===== src/rtl/cpu_pkg.sv =====
// Shared widths and immediate-extender encodings for the register file slice.
package cpu_pkg;

  localparam int CPU_DATA_W = 16;
  localparam int CPU_ADDR_W = 3;

  // ExtOp encodings
  localparam logic EXT_ZERO   = 1'b0;
  localparam logic EXT_SIGN   = 1'b1;

  // ExtPlace encodings
  localparam logic EXT_FIELD5 = 1'b0;
  localparam logic EXT_FIELD8 = 1'b1;

endpackage


===== src/rtl/register_file_if.sv =====
// Bus bundle for register_file: read/write ports, immediate extender and comparator.
// The slave modport is the register_file side; master is the driving datapath.
interface register_file_if #(
  parameter int DATA_W = cpu_pkg::CPU_DATA_W,
  parameter int ADDR_W = cpu_pkg::CPU_ADDR_W
);

  logic [ADDR_W-1:0] RA;
  logic [ADDR_W-1:0] RB;
  logic [ADDR_W-1:0] RW;
  logic              enableWrite;
  logic [DATA_W-1:0] BusW;
  logic [DATA_W-1:0] BusA;
  logic [DATA_W-1:0] BusB;

  logic [7:0]        ExtIn;
  logic              ExtOp;
  logic              ExtPlace;
  logic [DATA_W-1:0] ExtOut;

  logic [DATA_W-1:0] CmpA;
  logic [DATA_W-1:0] CmpB;
  logic              gt;
  logic              lt;
  logic              eq;

  modport master (
    output RA, RB, RW, enableWrite, BusW,
    output ExtIn, ExtOp, ExtPlace,
    output CmpA, CmpB,
    input  BusA, BusB, ExtOut, gt, lt, eq
  );

  modport slave (
    input  RA, RB, RW, enableWrite, BusW,
    input  ExtIn, ExtOp, ExtPlace,
    input  CmpA, CmpB,
    output BusA, BusB, ExtOut, gt, lt, eq
  );

endinterface


===== src/rtl/register_file_extender.sv =====
// Immediate extender: zero/sign extends a 5- or 8-bit field to DATA_W.
// Purely combinational, no handshake.
module extender
  import cpu_pkg::*;
#(
  parameter int DATA_W = CPU_DATA_W
) (
  input  logic [7:0]        ext_in_i,
  input  logic              ext_op_i,
  input  logic              ext_place_i,
  output logic [DATA_W-1:0] ext_out_o
);

  logic fill;

  always_comb begin
    fill = 1'b0;
    if (ext_op_i == EXT_SIGN) begin
      fill = (ext_place_i == EXT_FIELD8) ? ext_in_i[7] : ext_in_i[4];
    end
  end

  always_comb begin
    if (ext_place_i == EXT_FIELD8) begin
      ext_out_o = {{(DATA_W-8){fill}}, ext_in_i};
    end else begin
      ext_out_o = {{(DATA_W-5){fill}}, ext_in_i[4:0]};
    end
  end

endmodule


===== src/rtl/register_file.sv =====
// 8-entry register file (R0 hardwired to zero) with immediate extender and signed comparator.
// Reads, extend and compare are zero-latency combinational; writes land on the next clk edge.
module register_file
  import cpu_pkg::*;
#(
  parameter int DATA_W = CPU_DATA_W,
  parameter int ADDR_W = CPU_ADDR_W
) (
  input  logic            clk,
  input  logic            reset,
  register_file_if.slave  bus
);

  localparam int NREGS = 1 << ADDR_W;

  logic [DATA_W-1:0] regs_q [NREGS];
  logic [DATA_W-1:0] regs_d [NREGS];

  always_comb begin
    regs_d = regs_q;
    if (bus.enableWrite && (bus.RW != '0)) begin
      regs_d[bus.RW] = bus.BusW;
    end
  end

  always_ff @(posedge clk) begin
    if (reset) begin
      for (int i = 0; i < NREGS; i++) begin
        regs_q[i] <= '0;
      end
    end else begin
      regs_q <= regs_d;
    end
  end

  // No write bypass: same-cycle forwarding lives in the surrounding datapath.
  assign bus.BusA = (bus.RA == '0) ? '0 : regs_q[bus.RA];
  assign bus.BusB = (bus.RB == '0) ? '0 : regs_q[bus.RB];

  extender #(
    .DATA_W (DATA_W)
  ) u_extender (
    .ext_in_i    (bus.ExtIn),
    .ext_op_i    (bus.ExtOp),
    .ext_place_i (bus.ExtPlace),
    .ext_out_o   (bus.ExtOut)
  );

  logic signed [DATA_W-1:0] cmp_a_s;
  logic signed [DATA_W-1:0] cmp_b_s;

  assign cmp_a_s = bus.CmpA;
  assign cmp_b_s = bus.CmpB;

  // eq derived from the other two so exactly one flag is always set.
  assign bus.gt = (cmp_a_s > cmp_b_s);
  assign bus.lt = (cmp_a_s < cmp_b_s);
  assign bus.eq = !bus.gt && !bus.lt;

endmodule


===== src/flat_wrapper.sv =====
// flat-port wrapper written by rule: the top's interface ports become plain ports
module register_file_flat import cpu_pkg::*;
#(
  parameter int DATA_W = CPU_DATA_W,
  parameter int ADDR_W = CPU_ADDR_W
)
  (clk, reset, bus_RA, bus_RB, bus_RW, bus_enableWrite, bus_BusW, bus_ExtIn, bus_ExtOp, bus_ExtPlace, bus_CmpA, bus_CmpB, bus_BusA, bus_BusB, bus_ExtOut, bus_gt, bus_lt, bus_eq);
  register_file_if #(.DATA_W(DATA_W), .ADDR_W(ADDR_W)) bus_i ();
  input  logic clk;
  input  logic reset;
  input wire logic [$bits(bus_i.RA)-1:0] bus_RA;
  input wire logic [$bits(bus_i.RB)-1:0] bus_RB;
  input wire logic [$bits(bus_i.RW)-1:0] bus_RW;
  input wire logic [$bits(bus_i.enableWrite)-1:0] bus_enableWrite;
  input wire logic [$bits(bus_i.BusW)-1:0] bus_BusW;
  input wire logic [$bits(bus_i.ExtIn)-1:0] bus_ExtIn;
  input wire logic [$bits(bus_i.ExtOp)-1:0] bus_ExtOp;
  input wire logic [$bits(bus_i.ExtPlace)-1:0] bus_ExtPlace;
  input wire logic [$bits(bus_i.CmpA)-1:0] bus_CmpA;
  input wire logic [$bits(bus_i.CmpB)-1:0] bus_CmpB;
  output wire logic [$bits(bus_i.BusA)-1:0] bus_BusA;
  output wire logic [$bits(bus_i.BusB)-1:0] bus_BusB;
  output wire logic [$bits(bus_i.ExtOut)-1:0] bus_ExtOut;
  output wire logic [$bits(bus_i.gt)-1:0] bus_gt;
  output wire logic [$bits(bus_i.lt)-1:0] bus_lt;
  output wire logic [$bits(bus_i.eq)-1:0] bus_eq;
  assign bus_i.RA = bus_RA;
  assign bus_i.RB = bus_RB;
  assign bus_i.RW = bus_RW;
  assign bus_i.enableWrite = bus_enableWrite;
  assign bus_i.BusW = bus_BusW;
  assign bus_i.ExtIn = bus_ExtIn;
  assign bus_i.ExtOp = bus_ExtOp;
  assign bus_i.ExtPlace = bus_ExtPlace;
  assign bus_i.CmpA = bus_CmpA;
  assign bus_i.CmpB = bus_CmpB;
  assign bus_BusA = bus_i.BusA;
  assign bus_BusB = bus_i.BusB;
  assign bus_ExtOut = bus_i.ExtOut;
  assign bus_gt = bus_i.gt;
  assign bus_lt = bus_i.lt;
  assign bus_eq = bus_i.eq;
  register_file #(.DATA_W(DATA_W), .ADDR_W(ADDR_W)) u_core (.clk(clk), .reset(reset), .bus(bus_i));
endmodule

===== config.mk =====
export PLATFORM = sky130hd
export DESIGN_NAME = register_file_flat
export DESIGN_NICKNAME = d
export VERILOG_FILES = /design/src/rtl/cpu_pkg.sv /design/src/rtl/register_file_if.sv /design/src/rtl/register_file_extender.sv /design/src/rtl/register_file.sv /design/src/flat_wrapper.sv
export SDC_FILE = /design/constraint.sdc
export NUM_CORES = 1
export LEC_CHECK = 0
export BUFFER_PORTS_ARGS = -buffer_cell sky130_fd_sc_hd__clkbuf_2
export CORE_UTILIZATION = 45
export CTS_BUF_LIST = sky130_fd_sc_hd__clkbuf_16
export DETAILED_ROUTE_END_ITERATION = 10
export HOLD_SLACK_MARGIN = 0.06
export MAX_ROUTING_LAYER = met4
export PLACE_DENSITY = 0.67
export SYNTH_ARGS = -nofsm -noshare
export SYNTH_HDL_FRONTEND = slang
export SYNTH_SLANG_ARGS = --single-unit

===== constraint.sdc =====
create_clock -name clk -period 5.6 [get_ports clk]
set_clock_uncertainty 0.15 [all_clocks]
set_input_delay 0.84 -clock clk [delete_from_list [all_inputs] [get_ports clk]]
set_output_delay 0.84 -clock clk [all_outputs]
set_load 0.02 [all_outputs]

# Yosys cells after proc, flatten, opt, wreduce, memory -nomap -nowiden
# Index checks and enable logic that the tools add are counted.
[word_totals] regBits=128 latch_bits=0 ramBits=0 romBits=0 inputBits=70 output_inout_bits=51 wordCells=39 memories=0
[classes] add_sub_neg=0 multipliers=0 div=0 order_cmp=6 n_eq_ne=0 shifts=0 n_mux=14 bitwise_logic=3 reduce_logical=8
[ops] op="$bwmux W128" n=1
[ops] op="$mux W16" n=7
[ops] op="$bmux W16 S3" n=2
[ops] op="$demux W16 S3" n=1
[ops] op="$gt A16 B16 Y1" n=1
[ops] op="$lt A16 B16 Y1" n=1
[ops] op="$ge A4 B4 Y1 const B" n=3
[ops] op="$not A3 Y4" n=3
[ops] op="$mux W8" n=1
[ops] op="$logic_not A3 Y1" n=2
[ops] op="$lt A4 B1 Y1 const B" n=1
[ops] op="$logic_and A1 B1 Y1" n=3
[ops] op="$reduce_bool A3 Y1" n=1
[ops] op="$logic_not A1 Y1" n=2
[ops] op="$mux W1" n=2

# Longest topological paths before layout
[logic_depth] ltp_word=6 ltp_mapped=7

# Modules after synthesis
# Synthesis repeated with hierarchy kept, for this count alone.
[unflattened] hier_cells=782 hier_area_um2=6326.1
[by_module_without_submodules] module="register_file" n_inst=1 cells_each=760 area_per_inst_um2=6180.9 seq_area_each_um2=2282.2
[by_module_without_submodules] module="extender" n_inst=1 cells_each=22 area_per_inst_um2=145.1 seq_area_each_um2=0.0

# Worst setup path after synthesis
# No wires, ideal clock.
[synth_path] path_type="input to output" start="input bus_CmpB[15]" end="output bus_eq" arrival_ns=2.462 t_required_ns=4.610 path_slack_ns=2.148 cell_stages=7 path_buffers=0 cell_sequence="inv_1 ha_1 nand4_1 nor4_1 a21boi_2 or4_4 a21oi_1"
[synth_between] elab_chain_cells=3 elab_cells_between_ends=5
[synth_rtl] item="start: declaration" line_no="flat_wrapper.sv:20" source="input wire logic [$bits(bus_i.CmpB)-1:0] bus_CmpB;"
[synth_rtl] item="$gt A16 B16 Y1 or $lt A16 B16 Y1 (tied branches)" line_no="register_file.sv:56, register_file.sv:57"
[synth_rtl] item="$logic_not A1 Y1" line_no="register_file.sv:58" source="assign bus.eq = !bus.gt && !bus.lt;"
[synth_rtl] item="$logic_and A1 B1 Y1 *" line_no="register_file.sv:58"
[synth_rtl] item="end: declaration" line_no="flat_wrapper.sv:26" source="output wire logic [$bits(bus_i.eq)-1:0] bus_eq;"
# Mark *: on every way between the ends. The rest lies on a longest branch, timed or not.

# Worst setup path after layout
[layout_path] start="input bus_RA[1]" end="output bus_BusA[6]"
[layout_between] elab_chain_cells=5 elab_cells_between_ends=6
[layout_rtl] item="start: declaration" line_no="flat_wrapper.sv:11" source="input wire logic [$bits(bus_i.RA)-1:0] bus_RA;"
[layout_rtl] item="$not A3 Y4 (not written as such)" line_no="register_file.sv:37" source="assign bus.BusA = (bus.RA == '0) ? '0 : regs_q[bus.RA];"
[layout_rtl] item="$bmux W16 S3" line_no="register_file.sv:37"
[layout_rtl] item="$mux W16 (not written as such) (2 in a row)" line_no="register_file.sv:37"
[layout_rtl] item="$mux W16 *" line_no="register_file.sv:37"
[layout_rtl] item="end: declaration" line_no="flat_wrapper.sv:21" source="output wire logic [$bits(bus_i.BusA)-1:0] bus_BusA;"
# Mark *: on every way between the ends. The rest lies on a longest branch, timed or not. The select of a mux whose other input is x is not followed.

==> run summary <==
initial antenna violation count - 0
EDFF count, synth - 0
CTS H-tree lvls - 3
dpl hpwl - 11790 um
vias in the first global route - 5285
critical path endpoint category - primary output
post-synth top area share - 35.98%
Worst Max-Slew Pin Slew - 1.236 ns
clock latency on the worst-skew pair - 0.35 ns
startpoint class of the critical path - input pin
syn_nets - 856
mux cell area share after synthesis - 17.35%
final hold vios - 0
Mapped Avg Cell Area - 8.094 um^2
wire per inst - 18.04 um
Worst Path Required - 4.61 ns
Peak supply drop - 0.1230 mV
final critical-path required period - 3.695 ns
clk sinks - 112
Die ar. - 14320 um^2
count leader, synth - nand2_1
crit path to - bus_BusA[6]
Chip Width - 119.7 um
gr ovfl total - 0
status - finished clean
Synth area leaders - dfxtp_1, nand2_1, a21oi_1
setup bufs post-CTS - 0
DRC viols - 0
area share of fa/ha/maj cells after synthesis - 3.212%
largest net degree at the start of global routing - 113
unrepaired setup endpoints after global routing - false
I/O pins - 121
max reg flops - 112
asr flop ratio synth - 0%
hold buffer count at cts - 0
crit-path cells - clkbuf_2 -> buf_4 -> mux4_2 -> inv_1 -> a21oi_1 -> clkbuf_2
R2R cell count - 2
Initial Util - 46.51%
row cnt - 42
Worst Path Arrival - 2.70 ns
WS Path Type - input pin to primary output
number of synthesized register bits - 112
CTS tree - done
GPL Wtd Cong - 0.7929
final max-slew violation count - 0
Root Buffer Master - clkbuf_16
post-route ant nets - 0
die height - 119.7 um
beginning of the critical path - bus_RA[1]
Lkg Pwr - 2.685 nW
Starting DRT DRC Count - 513
library cells used by synthesis - 30
port bufs - 112
register area share after synthesis - 35.98%
gr usage total - 26.59%
Pre-antenna DRT Iters - 5
R2R Path Start - u_core.regs_q[98]
most frequent CP cell - clkbuf_2
Max Root-Sink Buffers - 2
Max-slew headroom - 17.57%
Top FF cell, synth - dfxtp_1
Simple-Gate Fraction of Synth Area - 17.29%
TritonCTS Buffers - 9
Max FO, Critical Path - 25
Yosys top cell by area - dfxtp_1
Routed WL - 18330 um
Peak Freq - 270.7 MHz
Final setup viols - 0
Synth Warn # - 0
CTS resizes - 0
CTS clock-pin slew for the worst setup and hold paths - 0.07 ns
Synth Area in XOR/XNOR - 0%
share of cells above drive strength 1 - 24.05%
# fillers - 1259
Final period util - 65.97%
worst hold path class - register to register
Top reg by flops - u_core.regs_q
first-pass GRT wire length - 28820 um
Synth Area in Compound Gates - 17.77%
Gate Count Post-Synth - 770
Crit-path slowest cell - clkbuf_2
setup_tns - 0 ns
Largest regs - u_core.regs_q x112
slowest cell delay on critical path - 0.58 ns
area grow syn2layout - 12.85%
Antenna Cells - 0
max_cap viols - 0
Post-synth top cells - nand2_1, a21oi_1, dfxtp_1
PD cells - 245.4 nW/um^2
mapped cell area - 6232 um^2
DR vias/cell - 5.711
Reg2Reg Setup Slack - 4.70 ns
NumNets Final - 921
fin util - 52.48%
core box area - 13400 um^2
WHS - 0.3187 ns
Via Count - 5802
largest family of logic cells by synthesized area - compound AO/OA/AOI/OAI gates
RR Endpoint - u_core.regs_q[98]
[power by group]
group / total, W / internal [W] / switching (W)
Combinational: 0.000267 / 0.0000959 / 0.000171
Sequential: 0.000825 / 0.000813 / 0.0000126
Clock: 0.000634 / 0.000340 / 0.000294
[final cells by class]
class	count	area, um^2	area share, %
Tap cell	176	220.2	3.131
Timing Repair Buffer	122	638.1	9.073
Sequential cell	112	2242	31.88
Clock buffer	9	225.2	3.202
Clock inverter	7	56.30	0.8006
Inverter	48	180.2	2.562
Multi-Input combinational cell	542	3471	49.35
[per-stage QoR]
step / cell area, um^2 / setup WS [ns] / cells / power, W
2_1_floorplan: 6232 / 2.148 / 770 / 0.001019
3_3_place_gp: 6751 / 1.923 / 1000 / 0.001107
3_5_place_dp: 6751 / 1.905 / 1000 / 0.001109
4_1_cts: 7033 / 1.902 / 1016 / 0.001728
5_1_grt: 7033 / 1.803 / 1016 / 0.001784
6_report: 7033 / 1.905 / 1016 / 0.001726
[worst min-delay path by stage]
stage | start | end | slack [ns] | cells after the start
after floorplan | u_core.regs_q[58] | u_core.regs_q[58] | 0.29 | 2
after global placement | u_core.regs_q[35] | u_core.regs_q[35] | 0.30 | 2
after detailed placement | u_core.regs_q[2] | u_core.regs_q[2] | 0.31 | 2
after CTS | u_core.regs_q[27] | u_core.regs_q[27] | 0.32 | 2
after global routing | u_core.regs_q[66] | u_core.regs_q[66] | 0.34 | 2
final | u_core.regs_q[27] | u_core.regs_q[27] | 0.32 | 2
[worst max-delay path, delay by kind of cell]
kind	cells	cell delay [ns]
multiplexers	1	0.53
AO/OA/AOI/OAI	1	0.10
buffers and inverters	4	1.22
[cells by family after synthesis]
kind of cell,after synthesis
simple gates,269
fa+ha+maj,16
flops,112
mux,64
compound gates,193
buf+inv,116
[routing by layer]
layer	vias up	global-route usage (%)	share of wire [%]
li1	2775	-	-
met1	2736	36.36	44
met2	269	41.37	47
met3	22	2.757	7.2
met4	0	8.516	1.8
met5	-	-	0
[cells in the final DEF (no fill, tap or decap), drive strengths merged]
| master | netlist | layout |
|---|---|---|
| o21ai | 2 | 2 |
| nand2 | 238 | 238 |
| clkinv | 0 | 2 |
| nor2b | 6 | 6 |
| o211ai | 1 | 1 |
| a21o | 2 | 2 |
| nor3 | 1 | 1 |
| and2 | 1 | 1 |
| bufinv | 0 | 1 |
| and4 | 1 | 1 |
| mux4 | 32 | 32 |
| nor4 | 1 | 1 |
| nand4 | 3 | 3 |
| clkinvlp | 0 | 1 |
| or3 | 1 | 1 |
| buf | 37 | 11 |
| clkbuf | 31 | 120 |
| mux2 | 32 | 32 |
| a21oi | 152 | 152 |
| o31ai | 1 | 1 |
| dfxtp | 112 | 112 |
| nor2 | 7 | 7 |
| nand3b | 1 | 1 |
| or4 | 1 | 1 |
| inv | 48 | 51 |
| ha | 16 | 16 |
| a221oi | 32 | 32 |
| nand3 | 4 | 4 |
| a21boi | 3 | 3 |
| nand2b | 4 | 4 |
No activity file was read; power rests on OpenSTA's default activity.
